`src/rtl/key_switch_conditioner.sv`:
```
// Synchronises and debounces raw pushbuttons and slide switches, adding press/release/change strobes.
// Optional per-key auto-repeat is compiled in with `define KEY_AUTO_REPEAT_EN.
module key_switch_conditioner #(
  parameter int NUM_KEYS      = 4,
  parameter int NUM_SW        = 18,
  parameter int KEY_DB_CYCLES = 1000000,
  parameter int SW_DB_CYCLES  = 500000,
  parameter int CNT_W         = 20,
  parameter int RPT_DELAY     = 25000000,
  parameter int RPT_PERIOD    = 5000000
) (
  input  logic                ref_clk_clk,
  input  logic                ref_reset_reset,
  input  logic [NUM_KEYS-1:0] key_raw,
  input  logic [NUM_SW-1:0]   sw_raw,
  output logic [NUM_KEYS-1:0] key_0_export,
  output logic [NUM_SW-1:0]   switches_export,
  output logic [NUM_KEYS-1:0] key_press,
  output logic [NUM_KEYS-1:0] key_release,
  output logic                sw_change
);

  localparam logic [CNT_W-1:0] KEY_LAST = CNT_W'(KEY_DB_CYCLES - 1);
  localparam logic [CNT_W-1:0] SW_LAST  = CNT_W'(SW_DB_CYCLES - 1);

  // Catch a counter too narrow to reach its terminal count at elaboration time.
  if ((KEY_DB_CYCLES < 1) || (SW_DB_CYCLES < 1) ||
      (KEY_DB_CYCLES - 1 >= 2 ** CNT_W) || (SW_DB_CYCLES - 1 >= 2 ** CNT_W)) begin : g_bad_cnt
    $error("key_switch_conditioner: CNT_W too small for the debounce cycle counts");
  end
  if ((RPT_DELAY < 1) || (RPT_PERIOD < 1)) begin : g_bad_rpt
    $error("key_switch_conditioner: auto-repeat timings must be at least 1");
  end

`ifdef KEY_AUTO_REPEAT_EN
  typedef enum logic [1:0] {RELEASED, PRESSED, REPEATING} key_state_e;

  localparam int RPT_MAX = (RPT_DELAY > RPT_PERIOD) ? RPT_DELAY : RPT_PERIOD;
  localparam int RPT_W   = (RPT_MAX > 1) ? $clog2(RPT_MAX) : 1;
  localparam logic [RPT_W-1:0] DELAY_LAST  = RPT_W'(RPT_DELAY - 1);
  localparam logic [RPT_W-1:0] PERIOD_LAST = RPT_W'(RPT_PERIOD - 1);

  logic [RPT_W-1:0] hold_cnt [NUM_KEYS];
`else
  typedef enum logic [1:0] {RELEASED, PRESSED} key_state_e;
`endif

  logic [NUM_KEYS-1:0] key_meta, key_sync, key_stable, key_accept;
  logic [NUM_SW-1:0]   sw_meta, sw_sync, sw_stable, sw_accept;
  logic [CNT_W-1:0]    key_cnt [NUM_KEYS];
  logic [CNT_W-1:0]    sw_cnt  [NUM_SW];
  key_state_e          key_state [NUM_KEYS];

  // A bit is accepted on the edge where it has disagreed with its stable value long enough.
  // NOTE: every variable written in always_comb gets a default first, so no latch can be inferred.
  always_comb begin
    key_accept = '0;
    sw_accept  = '0;
    for (int i = 0; i < NUM_KEYS; i++)
      key_accept[i] = (key_sync[i] != key_stable[i]) && (key_cnt[i] == KEY_LAST);
    for (int i = 0; i < NUM_SW; i++)
      sw_accept[i] = (sw_sync[i] != sw_stable[i]) && (sw_cnt[i] == SW_LAST);
  end

  // NOTE: the counter arrays are plain flops, not RAM, so each element is reset explicitly.
  always_ff @(posedge ref_clk_clk or posedge ref_reset_reset) begin
    if (ref_reset_reset) begin
      key_meta   <= '1;
      key_sync   <= '1;
      key_stable <= '1;
      for (int i = 0; i < NUM_KEYS; i++) key_cnt[i] <= '0;
    end else begin
      // NOTE: non-blocking assignments make every flop sample pre-edge values, so the chain really is two flops deep.
      key_meta <= key_raw;
      key_sync <= key_meta;
      for (int i = 0; i < NUM_KEYS; i++) begin
        if (key_accept[i]) begin
          key_stable[i] <= key_sync[i];
          key_cnt[i]    <= '0;
        end else if (key_sync[i] != key_stable[i]) begin
          key_cnt[i] <= key_cnt[i] + CNT_W'(1);
        end else begin
          key_cnt[i] <= '0;
        end
      end
    end
  end

  always_ff @(posedge ref_clk_clk or posedge ref_reset_reset) begin
    if (ref_reset_reset) begin
      sw_meta   <= '0;
      sw_sync   <= '0;
      sw_stable <= '0;
      sw_change <= 1'b0;
      for (int i = 0; i < NUM_SW; i++) sw_cnt[i] <= '0;
    end else begin
      sw_meta   <= sw_raw;
      sw_sync   <= sw_meta;
      sw_change <= |sw_accept;
      for (int i = 0; i < NUM_SW; i++) begin
        if (sw_accept[i]) begin
          sw_stable[i] <= sw_sync[i];
          sw_cnt[i]    <= '0;
        end else if (sw_sync[i] != sw_stable[i]) begin
          sw_cnt[i] <= sw_cnt[i] + CNT_W'(1);
        end else begin
          sw_cnt[i] <= '0;
        end
      end
    end
  end

  // Per-key press FSM; strobes fire on the same edge that updates the stable level.
  always_ff @(posedge ref_clk_clk or posedge ref_reset_reset) begin
    if (ref_reset_reset) begin
      key_press   <= '0;
      key_release <= '0;
      for (int i = 0; i < NUM_KEYS; i++) begin
        key_state[i] <= RELEASED;
`ifdef KEY_AUTO_REPEAT_EN
        hold_cnt[i]  <= '0;
`endif
      end
    end else begin
      key_press   <= '0;
      key_release <= '0;
      for (int i = 0; i < NUM_KEYS; i++) begin
        unique case (key_state[i])
          RELEASED: begin
            if (key_accept[i] && !key_sync[i]) begin
              key_state[i] <= PRESSED;
              key_press[i] <= 1'b1;
`ifdef KEY_AUTO_REPEAT_EN
              hold_cnt[i]  <= '0;
`endif
            end
          end
`ifdef KEY_AUTO_REPEAT_EN
          PRESSED, REPEATING: begin
            if (key_accept[i] && key_sync[i]) begin
              key_state[i]   <= RELEASED;
              key_release[i] <= 1'b1;
              hold_cnt[i]    <= '0;
            end else if (hold_cnt[i] == ((key_state[i] == PRESSED) ? DELAY_LAST : PERIOD_LAST)) begin
              key_state[i] <= REPEATING;
              key_press[i] <= 1'b1;
              hold_cnt[i]  <= '0;
            end else begin
              hold_cnt[i] <= hold_cnt[i] + RPT_W'(1);
            end
          end
`else
          PRESSED: begin
            if (key_accept[i] && key_sync[i]) begin
              key_state[i]   <= RELEASED;
              key_release[i] <= 1'b1;
            end
          end
`endif
          default: key_state[i] <= RELEASED;
        endcase
      end
    end
  end

  assign key_0_export    = key_stable;
  assign switches_export = sw_stable;

endmodule

```
`config.mk`:
```
export PLATFORM = sky130hd
export DESIGN_NAME = key_switch_conditioner
export DESIGN_NICKNAME = d
export VERILOG_FILES = /design/src/rtl/key_switch_conditioner.sv
export SDC_FILE = /design/constraint.sdc
export NUM_CORES = 1
export LEC_CHECK = 0
export ABC_AREA = 1
export BUFFER_PORTS_ARGS = -buffer_cell sky130_fd_sc_hd__buf_2
export CORE_MARGIN = 4
export CORE_UTILIZATION = 55
export DETAILED_ROUTE_END_ITERATION = 8
export GPL_ROUTABILITY_DRIVEN = 0
export GPL_TIMING_DRIVEN = 0
export PLACE_DENSITY_LB_ADDON = 0.3
export REMOVE_ABC_BUFFERS = 1
export SYNTH_ARGS = -nofsm -noshare
export SYNTH_HDL_FRONTEND = slang
export SYNTH_SLANG_ARGS = --single-unit
```
`constraint.sdc`:
```
create_clock -name ref_clk_clk -period 25.8 [get_ports ref_clk_clk]
set_input_delay 5.16 -clock ref_clk_clk [delete_from_list [all_inputs] [get_ports ref_clk_clk]]
set_output_delay 5.16 -clock ref_clk_clk [all_outputs]
set_load 0.02 [all_outputs]
```
-- Word level (Yosys, flattened, before mapping)
Index checks and enable logic that the tools add are counted.
- flip-flop bits (word level): 523
- input port bits: 24
- output and inout port bits: 31
- word-level logic and storage cells: 248
- $add $sub $neg: 22
- equality and inequality tests: 56
- muxes and demuxes: 72
- reduce and logical (&&, ||, !) cells: 43
- operator list (cell ; count):
    two-way mux 20 bit ; 44
    adder 20 x 1 -> 20 bit (second input constant) ; 22
    equality test 20 x 19 -> 1 bit (second input constant) ; 18
    equality test 20 bit (second input constant) ; 4
    logical AND 1 bit ; 30
    != test 1 bit ; 22
    OR reduction 18 bit ; 1
    two-way mux 1 bit ; 16
    two-way mux 2 bit ; 8
    != test 2 bit (second input constant) ; 8
    one-hot mux 2 bit (2 select lines) ; 4
    equality test 2 x 1 -> 1 bit (second input constant) ; 4
    zero test 2 bit ; 4
    AND reduction 2 bit ; 4
    zero test 1 bit ; 4

-- Longest topological paths before layout
- word-level depth: 5
- mapped depth: 11
- mapped depth without buffers: 11

-- Least setup slack after synthesis
Ideal clock, no wire load.
- kind: register to output
- start point: register key_stable[0] (netlist: key_0_export[0])
- end point: output port key_0_export[0]
- data arrival time: 593 ps
- required time: 20640 ps
- slack: 20047 ps
- stages on the path, launching flop included: 1
- path buffers: 0
- path through: dfstp_2
- RTL lines (element ; RTL line ; text):
    start, declared ; 48 ; logic [NUM_KEYS-1:0] key_meta, key_sync, key_stable, key_accept;
    start signal, assigned by index ; 78 ; key_stable[i] <= key_sync[i];
    end, declared ; 16 ; output logic [NUM_KEYS-1:0] key_0_export,
No word-level cell between the ends.

==> out/summary.md <==
The flow ran to the end, and the final reports show no timing, DRC or antenna violations. The total number of cells along the worst setup path was 5. The number of levels the H-tree was split into is 2. Data on the critical path is required at its endpoint by 26.47 ns. Setup violations remaining at the end of the flow were counted as 0.

The type of the worst setup path was in -> async. The net count of the finished layout is 3349. The wire-length estimate of the detail-placed layout is 35.4 mm. The number of remaining DRC errors was 0. The clock latency on the worst-skew pair came out at 0.59 ns.

The setup check on the worst reg-to-reg path leaves a slack of 23.64 ns. TritonCTS built the clock tree. The completed layout was analyzed and its total power is 1.72 mW.

TritonCTS created 55 clock buffers. For the count of maximum capacitance violations, the log shows 0. The tools report the first-pass iteration count of the detailed router as 5. The synthesized design contains 0 enable-type register cells. Adding up every negative setup slack in the final design gives 0 ns. The region available for standard cell placement spans 0.0467 mm^2.

The most critical setup path has its endpoint at key_0_export[1]. The tools report the worst-case headroom to the max-slew limit as 31.9%. The critical path arrival is 7.16 ns, and the die outline area is 0.0509 mm^2.

Compared with the post-synthesis result, the final layout area differs by 11.7%. The cell that appears most often on the critical path is buf_16. In this run the worst path has a maximum fanout of 128.

The global-route total usage across every layer came out at 20.2%. The largest voltage drop on the vdd net was 0.0489 mV. The detailed router finished its first iteration with 1440 violations.

Of the cells placed in the final design, the portion with a size suffix greater than 1 is 10.3%. The run gives 519 as the count of clock tree sinks. After clock tree synthesis, the setup repair step added 0 buffers.

The tools report the category of the worst setup path launch point as a primary input. The number of hold violations in the final report is 0, and the wire length reported by the detailed router is 50.6 mm. The most used flip-flop cell after synthesis is dfrtp_1.

At the pin with the least slew margin, the transition time is 1.01 ns. In the post-synthesis netlist, the biggest area contributors are dfrtp_1 (49%), nor2_1 (8.7%), nand2_1 (8.1%). For the worst flop-to-flop path, the logic depth is 6.

Top cell type by total area after synthesis: dfrtp_1. The register clock-pin slew on the reported worst setup and hold paths came out at 0.06 ns. The final critical path takes up 25.2% of the cycle. The worst hold path belongs to the class reg -> reg. Yosys printed 0 warnings. The number of core rows was 79.

Summed over all cells, the static leakage comes to 13.2 nW. For the starting density of the core, the log shows 55.9%. In this run the biggest area consumer among cell types represents 48.7% of the synthesized area. The number of max-slew violations in the final report is 0. The buffers plus inverters on the worst setup path was 5; the total grt overflow was 0. The worst-case clock buffer depth was 3. The setup clock skew after layout is 0.0201 ns, and the cell area power density is 59.3 mW/mm^2. The cell family contributing the most delay on the critical path is buffers and inverters. The worst register-to-register path begins at switches_export[5]. The total I/O pin count was 55; the diode insertion count for antenna repair was 0. The delay of the slowest cell on the worst path is 0.47 ns, and the number of antenna violations at the first check in global routing is 0.

The worst setup path is captured at an asynchronous set/reset pin. Entering global routing, the biggest net connects 129 pins. The die is 226 um wide. Setup repair after global routing left no endpoint under its margin.

The die is 226 um tall. Gates resized during post-CTS repair numbered 0. Once detail routing completed, the nets flagged for antenna violations numbered 0. Dividing the detail-routed via count by the number of cells gives 5.23. The area of the mapped netlist is 0.0261 mm^2.

Of the synthesized area, sequential elements account for 49.9%. The startpoint of the most critical setup path was ref_reset_reset. The average footprint of a synthesized cell was 8.15 um^2.

Traced cell by cell, the critical path runs through buf_2 > inv_8 > buf_16 > buf_16 > buf_16. Based on the critical path, the design can be clocked at up to 0.154 GHz. The cell count after synthesis came out at 3198.

Yosys mapped the design onto 50 distinct sky130hd cell types. The count of buffers from port buffering is 54, and the average detailed-routed wire length per instance is 12.8 um. For this run, asynchronously set or reset flops after synthesis account for 100%. The slowest stage of the critical path is the buf_16 cell. Wire length of the first global-routing pass: 89.7 mm. Clock root buffer: clkbuf_16.

The routed design could run at a clock period as short as 6.49 ns. The final route contains 20700 vias. The endpoint identified for the worst register-to-register timing path is sw_cnt[240].

Hold repair after CTS inserted 0 buffers. The post-synthesis sequential element count was 519; the number of global-route vias before repair was 20400.
## cell usage in the layout (no fill, tap or decap), types with 7 or more instances in the layout
cell	count
or2_1	16
a31oi_1	36
bufinv_16	8
clkinv_2	7
a21oi_1	85
nand3b_1	11
clkbuf_16	57
nand2_1	560
dfrtp_1	507
a211oi_1	11
nand2_2	15
dfstp_2	12
nand3_2	11
nor3_2	27
nor2_4	7
buf_2	54
ha_1	22
xor2_1	117
nor3b_1	27
nand4_1	76
nor4_1	12
xnor2_2	9
nor2_2	57
clkbuf_1	13
nor3_1	158
inv_2	38
nand3_1	200
o21ai_0	46
clkbuf_8	12
nor2_1	606
xnor2_1	42
o21ai_1	21
inv_1	416
## layer usage
layer / wire length (um) / vias up / GRT usage, % / part of all wire [%]
li1: - / 10400 / - / -
met1: 23300 / 9800 / 27.0 / 46
met2: 24300 / 383 / 34.6 / 48
met3: 1980 / 78 / 3.02 / 3.9
met4: 1040 / 0 / 6.03 / 2.1
met5: 0 / - / 0 / 0
## power breakdown
part	switching [mW]	total, mW	internal [mW]	leakage, nW
registers	0.00814	0.835	0.827	7.07
logic	0.0394	0.0545	0.0151	5.15
clock network	0.317	0.835	0.518	0.949
total	0.365	1.72	1.36	13.2
## metrics by stage
stage	setup slack [ns]	cell area, um^2	utilization, %	cells	hold slack (ns)
after floorplan	6.16	26000	-	3188	0.331
after global placement	0.864	27000	58.0	3849	0.334
after detailed placement	18.56	27200	58.2	3853	0.336
after CTS	19.20	29100	62.4	3954	0.350
after global routing	18.98	29100	62.4	3954	0.356
final	19.31	29100	62.4	3954	0.347
## cell type report
class,count,area [um^2]
Sequential cell,519,13000
Clock inverter,19,307
Tap cell,607,759
Inverter,456,1720
Fill cell,3923,17600
Timing Repair Buffer,58,380
Multi-Input combinational cell,2213,11300
Clock buffer,82,1640
## how the worst min path moves through the flow
stage,from,end,slack [ns],cells after the start
global placement,sw_meta[1],sw_sync[1],0.33,0
CTS,sw_meta[16],sw_sync[16],0.35,0
floorplan,sw_meta[0],sw_sync[0],0.33,0
detailed placement,sw_meta[0],sw_sync[0],0.34,0
finish,sw_meta[16],sw_sync[16],0.35,0
global route,sw_meta[1],sw_sync[1],0.36,0
## kinds of logic (layout without fill, tap and decap cells)
logic type	after synthesis	count (layout)	share of synthesized area, %
adder cells (fa/ha/maj)	22	22	1.06
XOR/XNOR	169	169	5.97
multiplexers	5	5	0.216
AND/OR/NAND/NOR	1807	1807	31.7
AO/OA/AOI/OAI	210	210	4.44
buffers and inverters	466	615	6.76
flip-flops	519	519	49.9
## synth_stat cells (22+ instances only)
| master | count |
|---|---|
| nand4_1 | 76 |
| nand3_1 | 200 |
| xor2_1 | 117 |
| ha_1 | 22 |
| nor3_1 | 158 |
| nor3b_1 | 27 |
| a31oi_1 | 36 |
| inv_2 | 38 |
| xnor2_1 | 42 |
| inv_1 | 417 |
| o21ai_0 | 46 |
| nor2_2 | 57 |
| a21oi_1 | 85 |
| nor2_1 | 606 |
| nand2_1 | 560 |
| dfrtp_1 | 507 |
| nor3_2 | 27 |
## state kept, by name, indices dropped and copies added (netlist names)
register and flops:
switches_export 18, key_sync 4, sw_cnt 360, key_0_export 4
key_meta 4, sw_meta 18, key_state 4, sw_sync 18
sw_change 1, key_cnt 80, key_press 4, key_release 4
## worst register-to-register path, stage by stage, from the launching register on
cell     delay [ns]
dfrtp_1        0.40
xnor2_1        0.82
nor2_1         0.09
nand3_1        0.20
nand2_1        0.26
or2_1          0.29
inv_1          0.05
Note: power is estimated with default switching activity, not from simulation.
